[src/rtl/mc_control_fsm_pkg.sv]
// Shared definitions for the multicycle RISC-V control unit: FSM state
// encodings, opcode constants, immediate-format and ALU operation codes.
package mc_control_fsm_pkg;

    // FSM states; FETCH must stay at zero so a cleared register means FETCH
    typedef enum logic [3:0] {
        S_FETCH    = 4'd0,
        S_DECODE   = 4'd1,
        S_MEMADR   = 4'd2,
        S_MEMREAD  = 4'd3,
        S_MEMWB    = 4'd4,
        S_MEMWRITE = 4'd5,
        S_EXECUTER = 4'd6,
        S_EXECUTEI = 4'd7,
        S_ALUWB    = 4'd8,
        S_JAL      = 4'd9,
        S_BEQ      = 4'd10
    } state_e;

    // Coarse ALU request from the FSM, refined by the ALU decoder
    typedef enum logic [1:0] {
        ALUOP_ADD   = 2'b00,
        ALUOP_SUB   = 2'b01,
        ALUOP_FUNCT = 2'b10
    } aluop_e;

    // Opcodes recognised by the control unit
    localparam logic [6:0] OP_LOAD   = 7'b0000011;
    localparam logic [6:0] OP_STORE  = 7'b0100011;
    localparam logic [6:0] OP_RTYPE  = 7'b0110011;
    localparam logic [6:0] OP_ITYPE  = 7'b0010011;
    localparam logic [6:0] OP_JAL    = 7'b1101111;
    localparam logic [6:0] OP_BRANCH = 7'b1100011;

    // Immediate extender formats
    localparam logic [1:0] IMM_I = 2'b00;
    localparam logic [1:0] IMM_S = 2'b01;
    localparam logic [1:0] IMM_B = 2'b10;
    localparam logic [1:0] IMM_J = 2'b11;

    // ALU operation codes
    localparam logic [2:0] ALU_ADD = 3'b000;
    localparam logic [2:0] ALU_SUB = 3'b001;
    localparam logic [2:0] ALU_AND = 3'b010;
    localparam logic [2:0] ALU_OR  = 3'b011;
    localparam logic [2:0] ALU_SLT = 3'b101;

    // Immediate format for an opcode; unrecognised opcodes default to I-type
    function automatic logic [1:0] immFormat(input logic [6:0] op);
        logic [1:0] fmt;
        case (op)
            OP_LOAD,
            OP_ITYPE:  fmt = IMM_I;
            OP_STORE:  fmt = IMM_S;
            OP_BRANCH: fmt = IMM_B;
            OP_JAL:    fmt = IMM_J;
            default:   fmt = IMM_I;
        endcase
        return fmt;
    endfunction

endpackage

[src/rtl/mc_control_fsm_alu_decoder.sv]
// ALU decoder: turns the FSM's coarse ALU request plus instruction fields
// into the concrete ALU operation code.
module alu_decoder
    import mc_control_fsm_pkg::*;
(
    input  aluop_e      aluop_i,
    input  logic [2:0]  funct3_i,
    input  logic        funct7b5_i,
    input  logic        opb5_i,
    output logic [2:0]  alucontrol_o
);

    // Subtraction is only an R-type form (op[5] set with funct7[5]); an
    // I-type addi with instr[30] set is still an add.
    always_comb begin
        alucontrol_o = ALU_ADD;
        case (aluop_i)
            ALUOP_ADD: alucontrol_o = ALU_ADD;
            ALUOP_SUB: alucontrol_o = ALU_SUB;
            ALUOP_FUNCT: begin
                case (funct3_i)
                    3'b000:  alucontrol_o = (opb5_i && funct7b5_i) ? ALU_SUB : ALU_ADD;
                    3'b010:  alucontrol_o = ALU_SLT;
                    3'b110:  alucontrol_o = ALU_OR;
                    3'b111:  alucontrol_o = ALU_AND;
                    default: alucontrol_o = ALU_ADD;
                endcase
            end
            default: alucontrol_o = ALU_ADD;
        endcase
    end

endmodule

[src/rtl/mc_control_fsm.sv]
// Multicycle control unit: sequences each instruction through its
// fetch/decode/execute/memory/writeback states and drives the datapath.
module mc_control_fsm
    import mc_control_fsm_pkg::*;
(
    input  logic        clk,
    input  logic        reset_n,
    input  logic [6:0]  op,
    input  logic [2:0]  funct3,
    input  logic        funct7b5,
    input  logic        zero,
    output logic        pcwrite,
    output logic        adrsrc,
    output logic        memwrite,
    output logic        irwrite,
    output logic [1:0]  resultsrc,
    output logic [1:0]  alusrca,
    output logic [1:0]  alusrcb,
    output logic [1:0]  immsrc,
    output logic [2:0]  alucontrol,
    output logic        regwrite
);

    state_e state_q;
    state_e state_d;

    logic   pcUpdate;
    logic   branch;
    aluop_e aluOp;
    logic   irWriteRaw;
    logic   memWriteRaw;
    logic   regWriteRaw;

    // State register; reset drops straight to FETCH without a clock
    always_ff @(posedge clk or negedge reset_n) begin
        if (!reset_n) begin
            state_q <= S_FETCH;
        end else begin
            state_q <= state_d;
        end
    end

    // Next-state selection and Moore outputs for the current state
    always_comb begin
        state_d     = S_FETCH;
        pcUpdate    = 1'b0;
        branch      = 1'b0;
        aluOp       = ALUOP_ADD;
        irWriteRaw  = 1'b0;
        memWriteRaw = 1'b0;
        regWriteRaw = 1'b0;
        adrsrc      = 1'b0;
        resultsrc   = 2'b00;
        alusrca     = 2'b00;
        alusrcb     = 2'b00;

        case (state_q)
            S_FETCH: begin
                irWriteRaw = 1'b1;
                alusrcb    = 2'b10;
                resultsrc  = 2'b10;
                pcUpdate   = 1'b1;
                state_d    = S_DECODE;
            end
            S_DECODE: begin
                alusrca = 2'b01;
                alusrcb = 2'b01;
                case (op)
                    OP_LOAD,
                    OP_STORE:  state_d = S_MEMADR;
                    OP_RTYPE:  state_d = S_EXECUTER;
                    OP_ITYPE:  state_d = S_EXECUTEI;
                    OP_JAL:    state_d = S_JAL;
                    OP_BRANCH: state_d = S_BEQ;
                    default:   state_d = S_FETCH;
                endcase
            end
            S_MEMADR: begin
                alusrca = 2'b10;
                alusrcb = 2'b01;
                state_d = (op == OP_LOAD) ? S_MEMREAD : S_MEMWRITE;
            end
            S_MEMREAD: begin
                adrsrc  = 1'b1;
                state_d = S_MEMWB;
            end
            S_MEMWB: begin
                resultsrc   = 2'b01;
                regWriteRaw = 1'b1;
                state_d     = S_FETCH;
            end
            S_MEMWRITE: begin
                adrsrc      = 1'b1;
                memWriteRaw = 1'b1;
                state_d     = S_FETCH;
            end
            S_EXECUTER: begin
                alusrca = 2'b10;
                aluOp   = ALUOP_FUNCT;
                state_d = S_ALUWB;
            end
            S_EXECUTEI: begin
                alusrca = 2'b10;
                alusrcb = 2'b01;
                aluOp   = ALUOP_FUNCT;
                state_d = S_ALUWB;
            end
            S_ALUWB: begin
                regWriteRaw = 1'b1;
                state_d     = S_FETCH;
            end
            S_JAL: begin
                alusrca  = 2'b01;
                alusrcb  = 2'b10;
                pcUpdate = 1'b1;
                state_d  = S_ALUWB;
            end
            S_BEQ: begin
                alusrca = 2'b10;
                aluOp   = ALUOP_SUB;
                branch  = 1'b1;
                state_d = S_FETCH;
            end
            default: begin
                state_d = S_FETCH;
            end
        endcase
    end

    // Write enables are held off while reset is asserted so an abandoned
    // instruction cannot commit anything.
    assign pcwrite  = reset_n & (pcUpdate | (branch & zero));
    assign irwrite  = reset_n & irWriteRaw;
    assign memwrite = reset_n & memWriteRaw;
    assign regwrite = reset_n & regWriteRaw;

    assign immsrc = immFormat(op);

    alu_decoder u_alu_decoder (
        .aluop_i      (aluOp),
        .funct3_i     (funct3),
        .funct7b5_i   (funct7b5),
        .opb5_i       (op[5]),
        .alucontrol_o (alucontrol)
    );

endmodule

[config.mk]
export PLATFORM = sky130hd
export DESIGN_NAME = mc_control_fsm
export DESIGN_NICKNAME = d
export VERILOG_FILES = /design/src/rtl/mc_control_fsm_pkg.sv /design/src/rtl/mc_control_fsm_alu_decoder.sv /design/src/rtl/mc_control_fsm.sv
export SDC_FILE = /design/constraint.sdc
export NUM_CORES = 1
export LEC_CHECK = 0
export ABC_AREA = 1
export BUFFER_PORTS_ARGS = -buffer_cell sky130_fd_sc_hd__buf_2
export CAP_MARGIN = 20
export CORE_AREA = 4 4 41 43
export CTS_CLUSTER_DIAMETER = 200
export CTS_CLUSTER_SIZE = 8
export DETAILED_ROUTE_END_ITERATION = 10
export DIE_AREA = 0 0 45 47
export PLACE_DENSITY = 0.74
export SLEW_MARGIN = 20
export SYNTH_ARGS = -nofsm -noshare
export SYNTH_HDL_FRONTEND = slang
export SYNTH_HIERARCHICAL = 1
export SYNTH_SLANG_ARGS = --single-unit
[constraint.sdc]
create_clock -name clk -period 2.5 [get_ports clk]
set_clock_uncertainty 0.15 [all_clocks]
set_input_delay 0.5 -clock clk [delete_from_list [all_inputs] [get_ports clk]]
set_output_delay 0.5 -clock clk [all_outputs]
set_load 0.02 [all_outputs]
==> flow_summary.toml, run 1 <==
[timing]
period_minus_slack_ns = 2.39
setup_viol = 0
timing.final.max_slew_violations = 0
worst-slew-pin-transition_ns = 0.236
achievable-frequency_mhz = 419
timing.final.hold_violations = 0
worst_slew_margin_rel_pct = 84.2
final.period_utilization_pct = 95.5

[route]
drtIter0Drc = 12
route.antenna.remaining_nets = 0
finalWirelength_um = 1420
wl_per_cell_um = 9.25
drt_via_density = 4.49
drc = 0
detailroute.via_count = 687
drt-pass1-iter-count = 4

[cells_and_area]
finish.instance_area_um2 = 798
finalNetCount = 156
largest_reg_flops = 4
final_layout_size_suffix_gt1_share_pct = 41.3
reg_top3 = "state_q: 4 flops"
n_antenna_cell = 0
number_of_inserted_filler_cells_in_the_final_layout = 133
layout-area-overhead-vs-synth_pct = 49.4
registers.top_by_ff_count = "state_q"
final-instance-count-excl-fill = 153

[global_routing]
vias_in_the_first_global_route = 526
overflow = 0
grt_pass1_wl_um = 1920
track_usage_pct = 12.1
grt_antenna_before_repair = 0
pin_count_of_the_biggest_net_entering_global_routing = 8

[worst_setup_path]
worstSetupStartpointType = "flop"
timing.reg2reg.setup_slack_ns = 1.18
r2r.worst_path.cells = 6
worst-endpoint-required_ns = 1.85
worst_ep_arrival_time_ns = 1.74
critical_path.reg2reg.startpoint = "state_q[2]$_DFF_PN0_"
largest_stage_delay_on_the_critical_path_ns = 0.38
cp_num_buf_inv = 5
worst-path-stages = 10
critical-path-top-delay-family = "simple AND/OR/NAND/NOR gates"
r2r-end = "state_q[1]$_DFF_PN0_"
top_fanout_value_on_the_critical_path = 5
timing.critical_path.to_type = "primary output"
timing.critical_path.slowest_stage_cell = "sky130_fd_sc_hd__dfrtp_1"
critical_path.cell_chain = "inv_2 > nor2_1 > nand2_2 > inv_2 > inv_1 > ha_1 > inv_1 > nand4_1 > nor2_1 > buf_4"
critPathKind = "flop to primary output"

[power_and_ir_drop]
static-leakage-power_nw = 0.506
clock_power_share_pct = 17.0
power.switching_fraction_pct = 48.7
vdd_drop_max_uv = 303
switching_power_mw = 0.240
pwr-share-seq_pct = 17.8
power_density_nw_per_um2 = 618
cellInternalPower_mw = 0.253
combinationalPowerShare_pct = 65.2

[hold_path]
worst_hold_path_type = "flop to flop"
hold_depth = 3
holdCritStartpoint = "state_q[3]$_DFF_PN0_"
worst_hold_path.endpoint = "state_q[0]$_DFF_PN0_"

[floorplanning]
ios = 30
start_util_pct = 41.1
floorplan.die_area_um2 = 2120
die_height_um = 47
fp.coreArea_um2 = 1300
num_rows = 13
die_w_um = 45

[placement]
gp_congestion = 0.877
dpl.cell_count = 142
placed_cell_area_um2 = 698
place.port_buffers = 29
place_hpwl_um = 1090

[cts]
tritoncts_clock_tree = "built"
clock-sinks = 4
tritoncts.num_buffers = 3
ctsRootBufferMaster = "sky130_fd_sc_hd__clkbuf_4"
cts_buffer_depth = 2
clkTransAtPathRegs_ns = 0.04
insertion_delay_ns = 0.24
h-tree-depth = 1

[yosys]
yosys_warnings = 6
synth_seq_area_share_pct = 18.7
net_count_after_synthesis = 114
asyncSetResetFlopFracSynth_pct = 100
netlist_instances = 98
postSynthRegisterBits = 4
number_of_flops_mapped_to_enable_cells_by_yosys = 0
ys_types = 18
flip_flop_cell_with_the_highest_count_after_synthesis = "sky130_fd_sc_hd__dfrtp_1"
synth_area_per_cell_um2 = 5.45
syn_area_um2 = 534

[outcome]
run_status = "completed"

[job]
cap_viol_max_count = 0
worst max-delay path by stage:
stage / startpoint / endpoint / slack (ns)
3_3_place_gp: state_q[2]$_DFF_PN0_ / alucontrol[2] / 0.30
5_1_grt: state_q[1]$_DFF_PN0_ / alucontrol[2] / -0.006
2_1_floorplan: state_q[2]$_DFF_PN0_ / alucontrol[2] / 0.31
6_report: state_q[1]$_DFF_PN0_ / alucontrol[2] / 0.11
3_5_place_dp: state_q[2]$_DFF_PN0_ / alucontrol[2] / 0.26
4_1_cts: state_q[2]$_DFF_PN0_ / alucontrol[2] / 0.007
through the flow:
stage,TNS (ns),power [mW],hold slack (ns),setup slack [ns],utilization [%]
CTS,0,0.457,0.437,0.00720,56.2
global placement,0,0.372,0.161,0.300,53.7
floorplan,0,0.291,0.0544,0.306,-
global route,-0.00610,0.528,0.456,-0.00610,61.3
detailed placement,0,0.373,0.163,0.256,53.7
finish,0,0.493,0.442,0.112,61.3
metal layers:
layer	part of all wire, %	up-vias	track usage [%]
met1	42	277	14.0
met3	7.5	4	0
met5	0	-	0
li1	-	379	-
met4	1.1	0	7.02
met2	49	27	22.3
tightest hold or removal path, cell delays in order, from the launching register on:
cell and delay [ns]:
sky130_fd_sc_hd__dfrtp_1 0.36, sky130_fd_sc_hd__nor2_1 0.09, sky130_fd_sc_hd__nand2_1 0.06, sky130_fd_sc_hd__nand2_1 0.04
layout make-up:
| type | instances | area, µm² | area share, % |
|---|---|---|---|
| multi-input combinational | 73 | 365 | 45.8 |
| timing repair buffer | 37 | 210 | 26.3 |
| sequential | 4 | 103 | 12.9 |
| inverter | 21 | 78.8 | 9.87 |
| clock buffer | 3 | 22.5 | 2.82 |
| tap | 15 | 18.8 | 2.35 |
power groups by stage:
stage	Combinational, mW	Clock (mW)	Sequential, mW
final	0.322	0.0837	0.0880
after global routing	0.352	0.0861	0.0892
after CTS	0.279	0.0835	0.0949
after detailed placement	0.277	0	0.0957
after global placement	0.276	0	0.0960
after floorplan	0.199	0	0.0924
placed cells by master, fill, tap and decap left out:
master                          instances
sky130_fd_sc_hd__a21oi_1                2
sky130_fd_sc_hd__and3_1                 1
sky130_fd_sc_hd__buf_2                 28
sky130_fd_sc_hd__buf_4                  8
sky130_fd_sc_hd__clkbuf_4               3
sky130_fd_sc_hd__dfrtp_1                2
sky130_fd_sc_hd__dfrtp_2                2
sky130_fd_sc_hd__dlygate4sd3_1          1
sky130_fd_sc_hd__ha_1                   2
sky130_fd_sc_hd__inv_1                 17
sky130_fd_sc_hd__inv_2                  4
sky130_fd_sc_hd__nand2_1               25
sky130_fd_sc_hd__nand2_2                4
sky130_fd_sc_hd__nand2_4                1
sky130_fd_sc_hd__nand3_1                8
sky130_fd_sc_hd__nand4_1                1
sky130_fd_sc_hd__nor2_1                18
sky130_fd_sc_hd__nor2_2                 5
sky130_fd_sc_hd__nor2_4                 2
sky130_fd_sc_hd__nor3_1                 1
sky130_fd_sc_hd__o211ai_1               1
sky130_fd_sc_hd__o22ai_1                1
sky130_fd_sc_hd__o31ai_1                1
Yosys cell counts (2+ instances only):
cell type,instances,area [µm²]
sky130_fd_sc_hd__a21oi_1,2,10.0
sky130_fd_sc_hd__dfrtp_1,4,100
sky130_fd_sc_hd__ha_1,2,25.0
sky130_fd_sc_hd__inv_1,19,71.3
sky130_fd_sc_hd__inv_2,2,7.51
sky130_fd_sc_hd__nand2_1,26,97.6
sky130_fd_sc_hd__nand2_2,3,18.8
sky130_fd_sc_hd__nand3_1,8,40.0
sky130_fd_sc_hd__nor2_1,19,71.3
sky130_fd_sc_hd__nor2_2,5,31.3
cell families after synthesis:
group                    synth area share (%)
AO/OA/AOI/OAI                            5.86
buffers and inverters                    14.8
AND/OR/NAND/NOR                          56.0
flip-flops                               18.7
adder cells (fa/ha/maj)                  4.68
timing repair:
action,CTS,global route
endpoints found under the setup margin,0,3
gates resized for setup,0,8
setup buffers,0,7
hold buffers,1,0
hold endpoints to repair,4,0
Note: power is estimated with default switching activity, not from simulation.
==> inputs of run 2 (changes only) <==
Settings changed: BUFFER_PORTS_ARGS -buffer_cell sky130_fd_sc_hd__buf_2 to -buffer_cell sky130_fd_sc_hd__clkbuf_2, CORE_AREA 4 4 41 43 to not set, CORE_MARGIN set to 4, CORE_UTILIZATION set to 35, DIE_AREA 0 0 45 47 to not set, PLACE_DENSITY 0.74 to 0.66.
==> flow_summary.toml, run 2 (synthesized netlist as in run 1, its figures left out) <==
[cells_and_area]
layout_commonest_cell = "sky130_fd_sc_hd__clkbuf_2"
finalNetCount = 154
final_layout_size_suffix_gt1_share_pct = 39.0
number_of_inserted_filler_cells_in_the_final_layout = 144
layout-area-overhead-vs-synth_pct = 45.9
largest_reg_flops = 4
layout.cells.most_common_list = "sky130_fd_sc_hd__clkbuf_2 (27), sky130_fd_sc_hd__nand2_1 (26), sky130_fd_sc_hd__nor2_1 (18), sky130_fd_sc_hd__inv_1 (17), sky130_fd_sc_hd__nand3_1 (8)"
n_antenna_cell = 0
registers.top_by_ff_count = "state_q"
reg_top3 = "state_q: 4 flops"
final-instance-count-excl-fill = 151

[global_routing]
grt_pass1_wl_um = 2250
pin_count_of_the_biggest_net_entering_global_routing = 8
vias_in_the_first_global_route = 608
overflow = 0
track_usage_pct = 14.2
grt_antenna_before_repair = 0

[route]
detailroute.via_count = 676
drc = 0
finalWirelength_um = 1430
drt-pass1-iter-count = 4
drt_via_density = 4.48
drtIter0Drc = 7
route.antenna.remaining_nets = 0
wl_per_cell_um = 9.44

[power_and_ir_drop]
power.switching_fraction_pct = 50.5
static-leakage-power_nw = 0.492
vdd_drop_max_uv = 230
combinationalPowerShare_pct = 62.2
cellInternalPower_mw = 0.230
switching_power_mw = 0.235
power_density_nw_per_um2 = 596
clock_power_share_pct = 17.3
pwr-share-seq_pct = 20.5

[worst_setup_path]
worst-endpoint-required_ns = 1.85
top_fanout_value_on_the_critical_path = 4
worstSetupStartpointType = "flop"
critPathKind = "flop to primary output"
worst_ep_arrival_time_ns = 1.75
timing.critical_path.to_type = "primary output"

[timing]
setup_viol = 0
timing.final.hold_violations = 0
timing.final.max_slew_violations = 0
finalSetupTns_ns = 0
final_critical_path_setup_slack_ns = 0.0973
worst_slew_margin_rel_pct = 83.1
worst-slew-pin-transition_ns = 0.253
achievable-frequency_mhz = 416
period_minus_slack_ns = 2.40
final.period_utilization_pct = 96.1

[cts]
tritoncts_clock_tree = "built"
insertion_delay_ns = 0.24
ctsRootBufferMaster = "sky130_fd_sc_hd__clkbuf_4"
cts_buffer_depth = 2
clock-sinks = 4
clkTransAtPathRegs_ns = 0.04
tritoncts.num_buffers = 3
h-tree-depth = 1

[floorplanning]
floorplan.die_area_um2 = 2220
ios = 30
die_w_um = 47.1
fp.coreArea_um2 = 1370
die_height_um = 47.1
num_rows = 13
start_util_pct = 39.1

[placement]
place_hpwl_um = 1170
gp_congestion = 0.860
place.port_buffers = 29
preCtsSetupSlack_ns = 0.259
dpl.cell_count = 142

[hold_path]
worst_hold_path_type = "primary input to flop"

[outcome]
run_status = "completed"

[job]
cap_viol_max_count = 0
-- run 2: final cells by class --
class	instances	area, µm²	area share [%]
clock buffers	3	22.5	2.89
well taps	15	18.8	2.41
multi-input cells	73	363	46.5
inverters	21	78.8	10.1
flip-flops and latches	4	101	13.0
repair buffers	35	195	25.0
-- run 2: final timing paths --
kind,from,to,slack (ns),cells past startpoint
max,state_q[2]$_DFF_PN0_,alucontrol[2],0.1,8
min,op[6],state_q[1]$_DFF_PN0_,0.44,4
max reg2reg,state_q[2]$_DFF_PN0_,state_q[1]$_DFF_PN0_,1.21,6
max in group asynchronous,reset_n,state_q[2]$_DFF_PN0_,1.58,2
min reg2reg,state_q[1]$_DFF_PN0_,state_q[2]$_DFF_PN0_,0.56,3
min in group asynchronous,reset_n,state_q[1]$_DFF_PN0_,0.46,2
-- run 2: stage by stage --
stage	power (mW)	utilization [%]	hold slack, ns	instance area [µm²]
floorplan	0.291	-	0.0544	534
global placement	0.375	51.1	0.165	698
detailed placement	0.377	51.1	0.170	698
CTS	0.461	53.5	0.434	731
global route	0.503	57.1	0.464	779
finish	0.465	57.1	0.440	779
-- run 2: layer usage --
metal | wire [µm] | GRT usage [%] | vias up | part of all wire, %
met3 | 109 | 2.30 | 0 | 7.6
met5 | 0 | 0 | - | 0
li1 | - | - | 377 | -
met2 | 719 | 25.2 | 26 | 50
met4 | 0 | 8.29 | 0 | 0
met1 | 597 | 15.8 | 273 | 42
-- run 2: power by group through the flow --
stage	sequential [mW]	clock (mW)	combinational, mW
2_1_floorplan	0.0924	0	0.199
3_3_place_gp	0.0963	0	0.279
3_5_place_dp	0.0964	0	0.280
4_1_cts	0.0955	0.0826	0.283
5_1_grt	0.0965	0.0866	0.320
6_report	0.0952	0.0805	0.289
-- run 2: critical path, stage by stage, from the launching register on --
cell and delay (ns):
sky130_fd_sc_hd__dfrtp_2 0.43, sky130_fd_sc_hd__buf_4 0.16, sky130_fd_sc_hd__nand2_2 0.11, sky130_fd_sc_hd__nor2_2 0.06, sky130_fd_sc_hd__ha_1 0.29, sky130_fd_sc_hd__inv_1 0.08
sky130_fd_sc_hd__nand4_1 0.11, sky130_fd_sc_hd__nor2_1 0.12, sky130_fd_sc_hd__buf_4 0.15
-- run 2: what timing repair did --
action,in CTS,in global routing
hold buffers,1,0
gates resized for setup,0,8
setup endpoints to repair,0,3
buffers inserted,0,5
hold endpoints to repair,4,0
